File: config.mk
export PLATFORM = sky130hd
export DESIGN_NAME = toy_mem_arbiter_flat
export DESIGN_NICKNAME = d
export VERILOG_FILES = /design/src/rtl/toy_mem_arbiter_if.sv /design/src/rtl/toy_mem_arbiter.sv /design/src/flat_wrapper.sv
export SDC_FILE = /design/constraint.sdc
export NUM_CORES = 1
export LEC_CHECK = 0
export CAP_MARGIN = 5
export CELL_PAD_IN_SITES_DETAIL_PLACEMENT = 2
export CELL_PAD_IN_SITES_GLOBAL_PLACEMENT = 2
export CORE_MARGIN = 5
export CORE_UTILIZATION = 12
export DETAILED_ROUTE_END_ITERATION = 8
export GPL_ROUTABILITY_DRIVEN = 1
export PLACE_DENSITY = 0.75
export SYNTH_ARGS = -nofsm -noshare
export SYNTH_HDL_FRONTEND = slang
export SYNTH_SLANG_ARGS = --single-unit
File: constraint.sdc
create_clock -name clk -period 2.1 [get_ports clk]
set_clock_uncertainty 0.2 [all_clocks]
set_input_delay 0.42 -clock clk [delete_from_list [all_inputs] [get_ports clk]]
set_output_delay 0.42 -clock clk [all_outputs]
set_load 0.005 [all_outputs]
File: src/rtl/toy_mem_arbiter_if.sv
// Requester-side port of toy_mem_arbiter: one request channel and one ack channel.
// No latency of its own; signals only.
// Each channel uses a valid/ready handshake; the payload is held until ready.
interface toy_mem_arbiter_if #(
  parameter int ADDR_W = 32,
  parameter int DATA_W = 32,
  parameter int ID_W   = 4
);
  logic                  req_vld;
  logic                  req_rdy;
  logic [ADDR_W-1:0]     req_addr;
  logic [DATA_W/8-1:0]   req_strb;
  logic [DATA_W-1:0]     req_data;
  logic                  req_opcode;
  logic [ID_W-1:0]       req_src_id;
  logic [ID_W-1:0]       req_tgt_id;
  logic                  ack_vld;
  logic                  ack_rdy;
  logic                  ack_opcode;
  logic [DATA_W-1:0]     ack_data;
  logic [ID_W-1:0]       ack_src_id;
  logic [ID_W-1:0]       ack_tgt_id;

  // Requester view
  modport master (
    output req_vld, req_addr, req_strb, req_data, req_opcode, req_src_id, req_tgt_id, ack_rdy,
    input  req_rdy, ack_vld, ack_opcode, ack_data, ack_src_id, ack_tgt_id
  );

  // Arbiter view
  modport slave (
    input  req_vld, req_addr, req_strb, req_data, req_opcode, req_src_id, req_tgt_id, ack_rdy,
    output req_rdy, ack_vld, ack_opcode, ack_data, ack_src_id, ack_tgt_id
  );
endinterface

File: src/rtl/toy_mem_arbiter.sv
// Round-robin arbiter sharing one single-port SRAM between two requesters, one access in flight.
// Latency: request grant is same-cycle; the ack follows 1 cycle after a write, 2 after a read.
// Backpressure: req_rdy is low outside IDLE; the ack is held until ack_rdy, with no SRAM access meanwhile.
module toy_mem_arbiter #(
  parameter int ADDR_W = 32,
  parameter int DATA_W = 32,
  parameter int ID_W   = 4
) (
  input  logic                 clk,
  input  logic                 rst,
  toy_mem_arbiter_if.slave     in0,
  toy_mem_arbiter_if.slave     in1,
  output logic                 mem_en,
  output logic [ADDR_W-1:0]    mem_addr,
  input  logic [DATA_W-1:0]    mem_rd_data,
  output logic [DATA_W-1:0]    mem_wr_data,
  output logic [DATA_W/8-1:0]  mem_wr_byte_en,
  output logic                 mem_wr_en
);

  typedef enum logic [1:0] {IDLE, CAP, ACK} state_t;

  state_t              state;
  logic                rr_ptr;
  logic                owner;
  logic                ack_opcode_q;
  logic [DATA_W-1:0]   ack_data_q;
  logic [ID_W-1:0]     ack_src_q;
  logic [ID_W-1:0]     ack_tgt_q;

  logic                win;
  logic                grant;
  logic                ack_hs;
  logic                w_opcode;
  logic [ID_W-1:0]     w_src;
  logic [ID_W-1:0]     w_tgt;

  // Pick the winner: a lone requester wins, a tie goes to the round-robin pointer
  always_comb begin
    win = 1'b0;
    if (in0.req_vld && in1.req_vld) win = rr_ptr;
    else if (in1.req_vld)           win = 1'b1;
  end

  assign grant    = (state == IDLE) && (in0.req_vld || in1.req_vld);
  assign w_opcode = win ? in1.req_opcode : in0.req_opcode;
  assign w_src    = win ? in1.req_src_id : in0.req_src_id;
  assign w_tgt    = win ? in1.req_tgt_id : in0.req_tgt_id;

  assign in0.req_rdy = grant && !win;
  assign in1.req_rdy = grant &&  win;

  // The SRAM port sees the winning request directly in the grant cycle
  assign mem_en         = grant;
  assign mem_wr_en      = grant && w_opcode;
  assign mem_addr       = win ? in1.req_addr : in0.req_addr;
  assign mem_wr_data    = win ? in1.req_data : in0.req_data;
  assign mem_wr_byte_en = win ? in1.req_strb : in0.req_strb;

  assign ack_hs = (state == ACK) && (owner ? in1.ack_rdy : in0.ack_rdy);

  // Ack fields come from registers only; the non-owner never sees ack_vld
  assign in0.ack_vld    = (state == ACK) && !owner;
  assign in1.ack_vld    = (state == ACK) &&  owner;
  assign in0.ack_opcode = ack_opcode_q;
  assign in1.ack_opcode = ack_opcode_q;
  assign in0.ack_data   = ack_data_q;
  assign in1.ack_data   = ack_data_q;
  assign in0.ack_src_id = ack_src_q;
  assign in1.ack_src_id = ack_src_q;
  assign in0.ack_tgt_id = ack_tgt_q;
  assign in1.ack_tgt_id = ack_tgt_q;

  // Access FSM: capture the grant, wait one cycle for read data, then hold the ack until taken
  always_ff @(posedge clk) begin
    if (rst) begin
      state        <= IDLE;
      rr_ptr       <= 1'b0;
      owner        <= 1'b0;
      ack_opcode_q <= 1'b0;
      ack_data_q   <= '0;
      ack_src_q    <= '0;
      ack_tgt_q    <= '0;
    end else begin
      case (state)
        IDLE: begin
          if (grant) begin
            owner        <= win;
            rr_ptr       <= ~win;
            ack_opcode_q <= w_opcode;
            ack_src_q    <= w_tgt;
            ack_tgt_q    <= w_src;
            if (w_opcode) begin
              ack_data_q <= '0;
              state      <= ACK;
            end else begin
              state      <= CAP;
            end
          end
        end
        CAP: begin
          ack_data_q <= mem_rd_data;
          state      <= ACK;
        end
        ACK: begin
          if (ack_hs) state <= IDLE;
        end
        default: state <= IDLE;
      endcase
    end
  end

endmodule

File: src/flat_wrapper.sv
// flat-port wrapper written by rule: the top's interface ports become plain ports
module toy_mem_arbiter_flat 
#(
  parameter int ADDR_W = 32,
  parameter int DATA_W = 32,
  parameter int ID_W   = 4
)
  (clk, rst, mem_en, mem_addr, mem_rd_data, mem_wr_data, mem_wr_byte_en, mem_wr_en, in0_req_vld, in0_req_addr, in0_req_strb, in0_req_data, in0_req_opcode, in0_req_src_id, in0_req_tgt_id, in0_ack_rdy, in0_req_rdy, in0_ack_vld, in0_ack_opcode, in0_ack_data, in0_ack_src_id, in0_ack_tgt_id, in1_req_vld, in1_req_addr, in1_req_strb, in1_req_data, in1_req_opcode, in1_req_src_id, in1_req_tgt_id, in1_ack_rdy, in1_req_rdy, in1_ack_vld, in1_ack_opcode, in1_ack_data, in1_ack_src_id, in1_ack_tgt_id);
  toy_mem_arbiter_if #(.ADDR_W(ADDR_W), .DATA_W(DATA_W), .ID_W(ID_W)) in0_i ();
  toy_mem_arbiter_if #(.ADDR_W(ADDR_W), .DATA_W(DATA_W), .ID_W(ID_W)) in1_i ();
  input  logic clk;
  input  logic rst;
  output logic mem_en;
  output logic [ADDR_W-1:0] mem_addr;
  input  logic [DATA_W-1:0] mem_rd_data;
  output logic [DATA_W-1:0] mem_wr_data;
  output logic [DATA_W/8-1:0] mem_wr_byte_en;
  output logic mem_wr_en;
  input wire logic [$bits(in0_i.req_vld)-1:0] in0_req_vld;
  input wire logic [$bits(in0_i.req_addr)-1:0] in0_req_addr;
  input wire logic [$bits(in0_i.req_strb)-1:0] in0_req_strb;
  input wire logic [$bits(in0_i.req_data)-1:0] in0_req_data;
  input wire logic [$bits(in0_i.req_opcode)-1:0] in0_req_opcode;
  input wire logic [$bits(in0_i.req_src_id)-1:0] in0_req_src_id;
  input wire logic [$bits(in0_i.req_tgt_id)-1:0] in0_req_tgt_id;
  input wire logic [$bits(in0_i.ack_rdy)-1:0] in0_ack_rdy;
  output wire logic [$bits(in0_i.req_rdy)-1:0] in0_req_rdy;
  output wire logic [$bits(in0_i.ack_vld)-1:0] in0_ack_vld;
  output wire logic [$bits(in0_i.ack_opcode)-1:0] in0_ack_opcode;
  output wire logic [$bits(in0_i.ack_data)-1:0] in0_ack_data;
  output wire logic [$bits(in0_i.ack_src_id)-1:0] in0_ack_src_id;
  output wire logic [$bits(in0_i.ack_tgt_id)-1:0] in0_ack_tgt_id;
  input wire logic [$bits(in1_i.req_vld)-1:0] in1_req_vld;
  input wire logic [$bits(in1_i.req_addr)-1:0] in1_req_addr;
  input wire logic [$bits(in1_i.req_strb)-1:0] in1_req_strb;
  input wire logic [$bits(in1_i.req_data)-1:0] in1_req_data;
  input wire logic [$bits(in1_i.req_opcode)-1:0] in1_req_opcode;
  input wire logic [$bits(in1_i.req_src_id)-1:0] in1_req_src_id;
  input wire logic [$bits(in1_i.req_tgt_id)-1:0] in1_req_tgt_id;
  input wire logic [$bits(in1_i.ack_rdy)-1:0] in1_ack_rdy;
  output wire logic [$bits(in1_i.req_rdy)-1:0] in1_req_rdy;
  output wire logic [$bits(in1_i.ack_vld)-1:0] in1_ack_vld;
  output wire logic [$bits(in1_i.ack_opcode)-1:0] in1_ack_opcode;
  output wire logic [$bits(in1_i.ack_data)-1:0] in1_ack_data;
  output wire logic [$bits(in1_i.ack_src_id)-1:0] in1_ack_src_id;
  output wire logic [$bits(in1_i.ack_tgt_id)-1:0] in1_ack_tgt_id;
  assign in0_i.req_vld = in0_req_vld;
  assign in0_i.req_addr = in0_req_addr;
  assign in0_i.req_strb = in0_req_strb;
  assign in0_i.req_data = in0_req_data;
  assign in0_i.req_opcode = in0_req_opcode;
  assign in0_i.req_src_id = in0_req_src_id;
  assign in0_i.req_tgt_id = in0_req_tgt_id;
  assign in0_i.ack_rdy = in0_ack_rdy;
  assign in0_req_rdy = in0_i.req_rdy;
  assign in0_ack_vld = in0_i.ack_vld;
  assign in0_ack_opcode = in0_i.ack_opcode;
  assign in0_ack_data = in0_i.ack_data;
  assign in0_ack_src_id = in0_i.ack_src_id;
  assign in0_ack_tgt_id = in0_i.ack_tgt_id;
  assign in1_i.req_vld = in1_req_vld;
  assign in1_i.req_addr = in1_req_addr;
  assign in1_i.req_strb = in1_req_strb;
  assign in1_i.req_data = in1_req_data;
  assign in1_i.req_opcode = in1_req_opcode;
  assign in1_i.req_src_id = in1_req_src_id;
  assign in1_i.req_tgt_id = in1_req_tgt_id;
  assign in1_i.ack_rdy = in1_ack_rdy;
  assign in1_req_rdy = in1_i.req_rdy;
  assign in1_ack_vld = in1_i.ack_vld;
  assign in1_ack_opcode = in1_i.ack_opcode;
  assign in1_ack_data = in1_i.ack_data;
  assign in1_ack_src_id = in1_i.ack_src_id;
  assign in1_ack_tgt_id = in1_i.ack_tgt_id;
  toy_mem_arbiter #(.ADDR_W(ADDR_W), .DATA_W(DATA_W), .ID_W(ID_W)) u_core (.clk(clk), .rst(rst), .in0(in0_i), .in1(in1_i), .mem_en(mem_en), .mem_addr(mem_addr), .mem_rd_data(mem_rd_data), .mem_wr_data(mem_wr_data), .mem_wr_byte_en(mem_wr_byte_en), .mem_wr_en(mem_wr_en));
endmodule
==> Word level (Yosys, flattened, before mapping) <==
Cells that the tools add are included.
{ "word_totals": {"reg_bits": 45, "input_bits": 192, "output_inout_bits": 156, "word_cells": 45} }
{ "op_classes": {"eq_ne": 5, "n_mux": 16, "n_bitwise": 1, "n_reduce_logical": 16} }
{ "ops": {"columns": ["op", "n"], "rows": [
  ["two-way mux 32 bit", 4],
  ["one-hot mux 32 bit (2 select lines)", 1],
  ["two-way mux 4 bit", 3],
  ["logical AND 1 bit", 8],
  ["two-way mux 2 bit", 3],
  ["inequality test 2 x 1 -> 1 bit (second input constant)", 3],
  ["one-hot mux 2 bit (3 select lines)", 1],
  ["two-way mux 1 bit", 4],
  ["AND reduction 2 bit", 2],
  ["AND reduction 3 bit", 1],
  ["== test 2 x 1 -> 1 bit (second input constant)", 1],
  ["== test 2 bit (second input constant)", 1],
  ["logical NOT 1 bit", 2],
  ["logical NOT 2 bit", 1],
  ["nonzero test 2 bit", 1],
  ["logical OR 1 bit", 1],
  ["NOT 1 bit", 1]
]} }

==> Logic depth before layout (Yosys ltp) <==
Gate-level depths: netlist (run 1).
{ "logic_depth": {"word_depth": 6, "mapped_depth": 6, "depth_no_buf": 4} }

==> Worst setup path before layout (run 1) <==
Ideal clock, no wire load.
{ "synth_path": {"kind": "in2out", "start": "in in1_req_vld", "end": "out mem_addr[10]", "arrival_ps": 1501, "setup_slack_ps": -21, "stages": 5, "n_path_buf": 3, "path_cell_list": "clkbuf_1 -> nand2_1 -> buf_2 -> buf_2 -> mux2_2"} }
{ "synth_between": {"elab_chain_len": 3} }
{ "synth_lines": {"columns": ["element", "line_no", "text"], "rows": [
  ["from (decl)", "flat_wrapper.sv:33", "input wire logic [$bits(in1_i.req_vld)-1:0] in1_req_vld;"],
  ["two-way mux 1 bit / logical AND 1 bit (equally long branches)", "toy_mem_arbiter.sv:42, toy_mem_arbiter.sv:41", null],
  ["two-way mux 1 bit (*)", "toy_mem_arbiter.sv:41", "if (in0.req_vld && in1.req_vld) win = rr_ptr;"],
  ["two-way mux 32 bit (*)", "toy_mem_arbiter.sv:56", "assign mem_addr = win ? in1.req_addr : in0.req_addr;"],
  ["to (decl)", "flat_wrapper.sv:14", "output logic [ADDR_W-1:0] mem_addr;"]
]} }
Mark *: on every way between the ends. The rest lies on a longest branch, timed or not.

==> Worst setup path after layout (run 1) <==
{ "layout_path": {"start": "reg u_core.rr_ptr", "end": "out mem_wr_data[2]"} }
{ "layout_between": {"elab_chain_len": 2} }
{ "layout_lines": {"columns": ["element", "line_no", "text"], "rows": [
  ["from (decl)", "toy_mem_arbiter.sv:24", "logic rr_ptr;"],
  ["from (signal assigned)", "toy_mem_arbiter.sv:89", "rr_ptr <= ~win;"],
  ["two-way mux 1 bit", "toy_mem_arbiter.sv:41", null],
  ["two-way mux 32 bit", "toy_mem_arbiter.sv:57", "assign mem_wr_data = win ? in1.req_data : in0.req_data;"],
  ["to (decl)", "flat_wrapper.sv:16", "output logic [DATA_W-1:0] mem_wr_data;"]
]} }
No other way between the ends.

==> results_dict.tcl, run 1 <==
set metrics [dict create \
    synth_fp_nets 549 \
    die_h_um 174 \
    maxCapViolations 0 \
    top_level_ports 348 \
    die_x_um 174 \
    grtUsageTotal_pct 13.8 \
    cts_tree "yes" \
    crit_type "flip-flop to output port" \
    fin_hold_ws_ns 0.321 \
    yosys_register_bits 45 \
    power_uw 3780 \
    clockBufferDepth 2 \
    cts_max_level 2 \
    arrival_ns 1.75 \
    finalCritPeriodShare_pct 113 \
    syn_avg_cell_area_um2 9.08 \
    hp-class "flip-flop to flip-flop" \
    dpl-instance-area_um2 7040 \
    final_hold_viol_count 0 \
    reg2reg_depth 6 \
    dp_slack_ns -0.831 \
    drive_gt1_share_pct 33.4 \
    die_area_um2 30400 \
    start_util_pct 12.1 \
    startpoint_type "flip-flop" \
    regToRegStartpoint "u_core.state[0]" \
    finalSetupViolCount 69 \
    slew_violations 0 \
    synth_edf_count 0 \
    status "finished, violations left" \
    ff2ff_setup_slack_ns 0.11 \
    syn_area_um2 3240 \
    synthDistinctLibCells 28 \
    fillCellCount 2918 \
    cts_hold_buf 0 \
    vdd_drop_max_uv 325 \
    synthCells 357 \
    grt_max_degree 34 \
    dr.pass1.iters 4 \
    synth-seq-area-share_pct 27.8 \
    wirelength_mm 22.7 \
    final_area_um2 7880 \
    power.density_nw_per_um2 480 \
    power.leakage_uw 0.00307 \
    clkTransAtPathRegs_ns 0.07 \
    avgRoutedWirePerCell_um 21.9 \
    grt_pass1_vias 4824 \
    core_um2 26800 \
    num_vias 4321 \
    area_growth_pct 143 \
    crit_fanout 4 \
    hold_start "u_core.in0.ack_src_id[0]" \
    ys.flop_type "dfxtp_1" \
    clk_latency_ns 0.29 \
    cts_sinks 45 \
    cp-endpoint "mem_wr_data[2]" \
    final_util_pct 29.4 \
    numCtsBuffers 5 \
    synth-async-reset-ratio_pct 0 \
    drc 0 \
    cp.required_ns 1.48 \
    row_count 60 \
    worst_pin_slew_ns 0.544 \
    synth_warnings 0 \
    rsz0062_at_grt "yes" \
    period_minus_slack_ns 2.37 \
    place_hpwl_mm 18.0 \
    layout.nets 885 \
    antenna_left 0 \
    grt_overflow 0 \
    relSlewSlack_pct 63.6 \
    io_buffers 347 \
    gp_congestion 0.822 \
    setup_slack_ns -0.267 \
    via_per_inst 4.17 \
    crit_start "u_core.rr_ptr" \
    root_buffer "clkbuf_16" \
    drtIter0Drc 97 \
    grt_antenna_before_repair 3 \
    fmax_ghz 0.422 \
    violations "setup timing" \
    rr_endpoint "u_core.in0.ack_data[6]" \
    crit_path_end_kind "output port" \
    grt_pass1_wl_mm 32.1 \
]
==> cells by family (layout without fill, tap and decap cells) <==
family | after synthesis | in the layout | share of synthesized area, %
flip-flops | 45 | 45 | 27.8
multiplexers | 69 | 69 | 24.0
AND/OR/NAND/NOR | 35 | 35 | 6.21
other | 0 | 1 | 0
buffers and inverters | 85 | 422 | 16.0
AO/OA/AOI/OAI | 123 | 123 | 26.0
==> Yosys cell counts, drive strengths merged, types with 2 or more instances <==
| master | instances | share of area (%) |
|---|---|---|
| o21ai | 10 | 1.5 |
| a211oi | 32 | 7.4 |
| a21oi | 37 | 5.7 |
| a31oi | 8 | 1.5 |
| dfxtp | 45 | 28 |
| buf | 59 | 13 |
| inv | 4 | 0.46 |
| nor2b | 2 | 0.39 |
| mux2 | 69 | 24 |
| nand3 | 10 | 1.5 |
| nand2 | 2 | 0.23 |
| nor3 | 2 | 0.31 |
| clkbuf | 22 | 2.5 |
| a311oi | 33 | 9.1 |
| nor2 | 4 | 0.46 |
| and4b | 2 | 0.62 |
| or2 | 2 | 0.39 |
| nand4 | 8 | 1.5 |
| nand2b | 2 | 0.39 |
==> layer usage <==
layer | GRT usage [%] | wire (um) | up-vias
met1 | 13.6 | 7800 | 2095
met2 | 26.9 | 12500 | 194
met4 | 3.79 | 459 | 4
met3 | 5.05 | 1970 | 21
li1 | - | - | 2007
met5 | 0 | 14 | -
==> registers in the layout, indices dropped and copies added (netlist names) <==
name / cells
u_core.in0.ack_tgt_id: 4
u_core.in0.ack_data: 32
u_core.in0.ack_src_id: 4
u_core.in0.ack_opcode: 1
u_core.owner: 1
u_core.state: 2
u_core.rr_ptr: 1
==> final cells by class <==
| cell class | instances | area [um2] | share of cell area (%) |
|---|---|---|---|
| clock inverters | 2 | 38.8 | 0.492 |
| clock buffers | 6 | 129 | 1.64 |
| multi-input cells | 227 | 2130 | 27.1 |
| flip-flops and latches | 45 | 902 | 11.4 |
| well taps | 341 | 427 | 5.42 |
| diodes | 1 | 2.50 | 0.0318 |
| repair buffers | 410 | 4230 | 53.7 |
| inverters | 4 | 15.0 | 0.191 |
==> how the worst min path moves through the flow <==
stage	end	slack [ns]	cells past startpoint
3_5_place_dp	u_core.in0.ack_src_id[0]	0.32	2
5_1_grt	u_core.in0.ack_src_id[0]	0.36	2
4_1_cts	u_core.in0.ack_src_id[0]	0.33	2
3_3_place_gp	u_core.in0.ack_src_id[0]	0.31	2
2_1_floorplan	u_core.owner	0.29	2
6_report	u_core.in0.ack_src_id[0]	0.32	2
==> worst max-delay path: stages (launching register included) <==
cell and delay (ns):
dfxtp_2 0.35, nand2b_4 0.16, nand2_8 0.08, buf_12 0.15, buf_12 0.13, clkbuf_16 0.15, mux2_4 0.30, buf_6 0.12
==> stage by stage <==
step,TNS (ns),cells
final,-13.20,1036
after global routing,-17.08,1036
after CTS,-16.30,1029
after detailed placement,-72.88,1004
after global placement,-71.65,1004
after floorplan,-0.425,357
==> layout by cell type, fill, tap and decap left out, drive strengths merged <==
master / count
a211o: 1
a211oi: 32
a21boi: 1
a21oi: 37
a311oi: 33
a31oi: 8
and4b: 2
buf: 132
bufinv: 1
clkbuf: 10
clkdlybuf4s50: 271
clkinv: 1
dfxtp: 45
diode: 1
dlygate4sd2: 3
inv: 4
mux2: 69
nand2: 2
nand2b: 2
nand3: 10
nand4: 8
nor2: 4
nor2b: 2
nor3: 2
o21ai: 10
o22ai: 1
or2: 2
or4: 1
==> power breakdown <==
group	switching, uW	internal, uW
sequential	48.1	905
combinational	721	1170
clock	373	566
total	1140	2640
==> repair_timing <==
action,CTS,global route
gates resized for setup,386,73
setup buffers,14,7
setup endpoints to repair,107,85
pin swaps,1,2
gates cloned,3,2
Power figures use the tool's default switching activity.
==> run 2: changes to the inputs <==
--- a/config.mk
+++ b/config.mk
@@ -8,11 +8,13 @@
 export CAP_MARGIN = 5
 export CELL_PAD_IN_SITES_DETAIL_PLACEMENT = 2
 export CELL_PAD_IN_SITES_GLOBAL_PLACEMENT = 2
+export CORE_ASPECT_RATIO = 1.4
 export CORE_MARGIN = 5
 export CORE_UTILIZATION = 12
 export DETAILED_ROUTE_END_ITERATION = 8
 export GPL_ROUTABILITY_DRIVEN = 1
 export PLACE_DENSITY = 0.75
+export RECOVER_POWER = 100
 export SYNTH_ARGS = -nofsm -noshare
 export SYNTH_HDL_FRONTEND = slang
 export SYNTH_SLANG_ARGS = --single-unit
==> run 2 against run 1 <==
Effect of this change: register-to-register slack got worse by 0.10 ns; sequential power about the same; combinational power decreased by 2%; hold slack improved by 0.0092 ns; fmax decreased by 0.10%; cell count about the same; setup slack got worse by 0.0025 ns; critical path depth unchanged; non-clock buffer count decreased by 23; clock power decreased by 14%; the flow still finishes with violations (setup timing); critical endpoint is now mem_wr_data[16]; critical path type unchanged; via count increased by 2.5%; power decreased by 4.6%.
==> results_dict.tcl, run 2 (synthesized netlist as in run 1, its figures left out) <==
set metrics [dict create \
    status "finished, violations left" \
    violations "setup timing" \
    maxCapViolations 0 \
    num_vias 4429 \
    final_common_cell "clkdlybuf4s50_1" \
    drtIter0Drc 138 \
    power.density_nw_per_um2 473 \
    die_h_um 205 \
    power.leakage_uw 0.00318 \
    drc 0 \
    clkTransAtPathRegs_ns 0.07 \
    final_util_pct 28.5 \
    worst_pin_slew_ns 0.572 \
    rsz0062_at_grt "yes" \
    startpoint_type "flip-flop" \
    numCtsBuffers 5 \
    slew_violations 0 \
    cp.required_ns 1.48 \
    place_hpwl_mm 24.2 \
    crit_type "flip-flop to output port" \
    antenna_left 0 \
    clk_latency_ns 0.30 \
    instances_no_fill 1037 \
    grt_overflow 0 \
    core_um2 26700 \
    grt_pass1_wl_mm 39.0 \
    crit_fanout 5 \
    setup_slack_ns -0.269 \
    grtUsageTotal_pct 18.2 \
    die_area_um2 30500 \
    largest_reg_flops 32 \
    ff2ff_setup_slack_ns 0.01 \
    wirelength_mm 29.0 \
    dr.pass1.iters 4 \
    grt_pass1_vias 4859 \
    gp_congestion 0.772 \
    start_util_pct 12.1 \
    vdd_drop_max_uv 270 \
    top_level_ports 348 \
    avgRoutedWirePerCell_um 28.0 \
    fillCellCount 2954 \
    clockBufferDepth 2 \
    dp_slack_ns -0.973 \
    grt_max_degree 46 \
    arrival_ns 1.75 \
    io_buffers 347 \
    regToRegStartpoint "u_core.state[1]" \
    final_hold_viol_count 0 \
    finalSetupViolCount 70 \
    via_per_inst 4.27 \
    rr_endpoint "u_core.in0.ack_data[4]" \
    area_growth_pct 135 \
    reg2reg_depth 5 \
    row_count 71 \
    period_minus_slack_ns 2.37 \
    whs_path_depth 2 \
    crit_path_end_kind "output port" \
    die_x_um 149 \
    cts_sinks 45 \
    cts_hold_buf 0 \
    finalCritPeriodShare_pct 113 \
    cts_tree "yes" \
    drive_gt1_share_pct 29.8 \
    grt_antenna_before_repair 13 \
    dp_cells 1018 \
    final_cell_mix "188 x clkdlybuf4s50_1, 82 x dlygate4sd3_1, 67 x buf_6" \
    relSlewSlack_pct 61.7 \
    hold_start "u_core.in0.ack_src_id[3]" \
    fmax_ghz 0.422 \
    whs_endpoint "u_core.in0.ack_src_id[3]" \
    hp-class "flip-flop to flip-flop" \
    cts_max_level 2 \
    root_buffer "clkbuf_16" \
    layout.nets 862 \
]
## run 2: per-stage QoR
step / total power, uW / area, um2 / TNS (ns) / hold WS, ns
2_1_floorplan: 1550 / 3240 / -0.425 / 0.285
3_3_place_gp: 2640 / 6960 / -79.20 / 0.316
4_1_cts: 3730 / 7680 / -11.99 / 0.338
6_report: 3610 / 7610 / -10.42 / 0.331
3_5_place_dp: 2660 / 6960 / -82.75 / 0.323
5_1_grt: 3790 / 7610 / -14.93 / 0.361
## run 2: critical path, stage by stage, from the launching register on
cell and delay, ns:
dfxtp_2 0.35, nand2b_4 0.17, nand2_8 0.09, buf_12 0.14, buf_12 0.13, buf_12 0.13, mux2_4 0.30, buf_6 0.12
## run 2: timing repair
| item | in CTS | in global routing |
|---|---|---|
| setup endpoints to repair | 107 | 75 |
| gates cloned | 6 | 0 |
| pin swaps | 1 | 0 |
| resized for setup | 446 | 7 |
| buffers inserted | 8 | 0 |
## run 2: cell type report
type | instances | area (um2) | area share (%)
antenna | 1 | 2.50 | 0.0329
multi-input combinational | 227 | 2090 | 27.4
sequential | 45 | 903 | 11.9
inverter | 4 | 15.0 | 0.197
timing repair buffer | 387 | 4010 | 52.7
clock buffer | 8 | 136 | 1.79
tap | 365 | 457 | 6.00
## run 2: power by group
group / switching [uW] / internal, uW
clock network: 357 / 445
registers: 46.2 / 905
logic: 769 / 1080
total: 1170 / 2430
## run 2: how the worst max path moves through the flow
stage                              from               to  slack, ns  cells after the start
after floorplan             in1_req_vld     mem_addr[10]      -0.02                      5
after global placement      in0_req_vld  mem_wr_data[27]      -0.92                      7
after detailed placement    in0_req_vld  mem_wr_data[16]      -0.97                      7
after CTS                 u_core.rr_ptr  mem_wr_data[24]      -0.27                      7
after global routing      u_core.rr_ptr  mem_wr_data[19]      -0.31                      7
final                     u_core.rr_ptr  mem_wr_data[16]      -0.27                      7
## run 2: per-layer routing
layer	global-route usage, %	part of all wire [%]	vias up
li1	-	-	1961
met1	22.7	42	2151
met2	29.5	45	268
met3	8.50	12	27
met4	2.65	0.71	22
met5	0	0.50	-
==> run 3: changes to the inputs <==
--- a/config.mk
+++ b/config.mk
@@ -5,16 +5,16 @@
 export SDC_FILE = /design/constraint.sdc
 export NUM_CORES = 1
 export LEC_CHECK = 0
-export CAP_MARGIN = 5
 export CELL_PAD_IN_SITES_DETAIL_PLACEMENT = 2
 export CELL_PAD_IN_SITES_GLOBAL_PLACEMENT = 2
 export CORE_ASPECT_RATIO = 1.4
-export CORE_MARGIN = 5
+export CORE_MARGIN = 1
 export CORE_UTILIZATION = 12
 export DETAILED_ROUTE_END_ITERATION = 8
 export GPL_ROUTABILITY_DRIVEN = 1
 export PLACE_DENSITY = 0.75
 export RECOVER_POWER = 100
+export SLEW_MARGIN = 40
 export SYNTH_ARGS = -nofsm -noshare
 export SYNTH_HDL_FRONTEND = slang
 export SYNTH_SLANG_ARGS = --single-unit
==> run 3 against run 2 <==
Effect of this change: largest power group unchanged; the flow still finishes with violations (setup timing); non-clock buffer count rose by 34; sequential power hardly changed; global-route usage decreased by 0.062 points; die area down 9.1%; critical path type unchanged; combinational power is 11% higher; cell count up 2.7%; sequential share of layout area is 0.83 points lower.
==> results_dict.tcl, run 3 (synthesized netlist as in run 1, its figures left out) <==
set metrics [dict create \
    final_hold_viol_count 0 \
    die_h_um 197 \
    power_uw 3840 \
    period_minus_slack_ns 2.38 \
    grtUsageTotal_pct 18.2 \
    crit_type "flip-flop to output port" \
    instances_no_fill 1065 \
    layout.nets 896 \
    dpl-instance-area_um2 7090 \
    final_area_um2 8180 \
    antenna_left 0 \
    top_level_ports 348 \
    area_growth_pct 152 \
    power.density_nw_per_um2 470 \
    setup_slack_ns -0.282 \
    fillCellCount 2836 \
    final_common_cell "clkdlybuf4s50_1" \
    worst_pin_slew_ns 0.553 \
    ff2ff_setup_slack_ns -0.05 \
    clkPwrFrac_pct 21.8 \
    finalSetupViolCount 81 \
    startpoint_type "flip-flop" \
    rsz0062_at_grt "yes" \
    fmax_ghz 0.420 \
    grt_overflow 0 \
    cts_tree "yes" \
    switching_share_pct 32.1 \
    drc 0 \
    status "finished, violations left" \
    start_util_pct 12.3 \
    crit_path_end_kind "output port" \
    crit_fanout 6 \
    p_int_uw 2610 \
    core_um2 26400 \
    row_count 70 \
    dp_cells 1017 \
    arrival_ns 1.76 \
    finalCritPeriodShare_pct 113 \
    drtIter0Drc 89 \
    final_util_pct 31.0 \
    p_switching_uw 1230 \
    numCtsBuffers 5 \
    relSlewSlack_pct 63.0 \
    via_per_inst 4.18 \
    power.leakage_uw 0.00351 \
    die_area_um2 27700 \
    grt_max_degree 34 \
    cts_max_level 2 \
    fin_hold_ws_ns 0.327 \
    drive_gt1_share_pct 33.1 \
    clk_latency_ns 0.29 \
    root_buffer "clkbuf_16" \
    num_vias 4456 \
    largest_reg_flops 32 \
    slew_violations 0 \
    die_x_um 141 \
    maxCapViolations 0 \
    violations "setup timing" \
    grt_antenna_before_repair 3 \
    gp_congestion 0.812 \
    dr.pass1.iters 4 \
    vdd_drop_max_uv 295 \
    avgRoutedWirePerCell_um 24.2 \
    cp.required_ns 1.48 \
    io_buffers 347 \
    clockBufferDepth 2 \
    wirelength_mm 25.8 \
    hp-class "flip-flop to flip-flop" \
    grt_pass1_wl_mm 35.6 \
    cts_sinks 45 \
    comb_power_share_pct 53.5 \
    clkTransAtPathRegs_ns 0.07 \
    final_cell_mix "189 x clkdlybuf4s50_1, 89 x buf_6, 82 x dlygate4sd3_1" \
    place_hpwl_mm 20.8 \
    pwr-share-seq_pct 24.7 \
    grt_pass1_vias 4884 \
]
## run 3: stage by stage
| step | setup WS, ns | TNS, ns |
|---|---|---|
| final | -0.282 | -14.24 |
| after global routing | -0.339 | -21.04 |
| after CTS | -0.310 | -14.05 |
| after detailed placement | -0.971 | -82.27 |
| after global placement | -0.970 | -81.74 |
| after floorplan | -0.0213 | -0.425 |
## run 3: worst paths after layout
path / start / endpoint / cells after the start
hold / removal: u_core.in0.ack_tgt_id[1] / u_core.in0.ack_tgt_id[1] / 2
setup reg to reg: u_core.state[0] / u_core.in0.ack_data[21] / 5
hold reg to reg: u_core.in0.ack_tgt_id[1] / u_core.in0.ack_tgt_id[1] / 2
setup / recovery: u_core.rr_ptr / mem_wr_data[9] / 7
## run 3: routing by layer
layer,share of wire (%),track usage (%)
met1,40,21.1
met5,0.066,0
met4,1.5,4.15
met2,49,31.9
met3,9.4,6.20
## run 3: timing repair
item	in CTS	in global routing
gates resized for setup	436	41
gates cloned	5	3
endpoints found under the setup margin	116	72
hold buffers	0	0
buffers inserted	25	9
pin swaps	1	1
## run 3: power groups by stage
stage / sequential, uW / clock (uW) / combinational, uW
after floorplan: 958 / 0 / 594
after global placement: 972 / 0 / 1720
after detailed placement: 974 / 0 / 1740
after CTS: 955 / 879 / 2040
after global routing: 958 / 895 / 2180
final: 949 / 838 / 2050
## run 3: final cells by class
class | instances | area [um2] | share of cell area (%)
clock inverters | 1 | 7.51 | 0.0918
repair buffers | 421 | 4550 | 55.6
diodes | 1 | 2.50 | 0.0306
well taps | 360 | 450 | 5.51
multi-input cells | 227 | 2110 | 25.9
clock buffers | 6 | 139 | 1.70
inverters | 4 | 15.0 | 0.184
flip-flops and latches | 45 | 902 | 11.0
## run 3: worst max-delay path, cell delays in order (launching register included)
cell and delay (ns):
dfxtp_2 0.33, nand2b_4 0.17, nand2_8 0.10, buf_12 0.15
buf_12 0.13, buf_4 0.12, mux2_2 0.34, buf_6 0.14
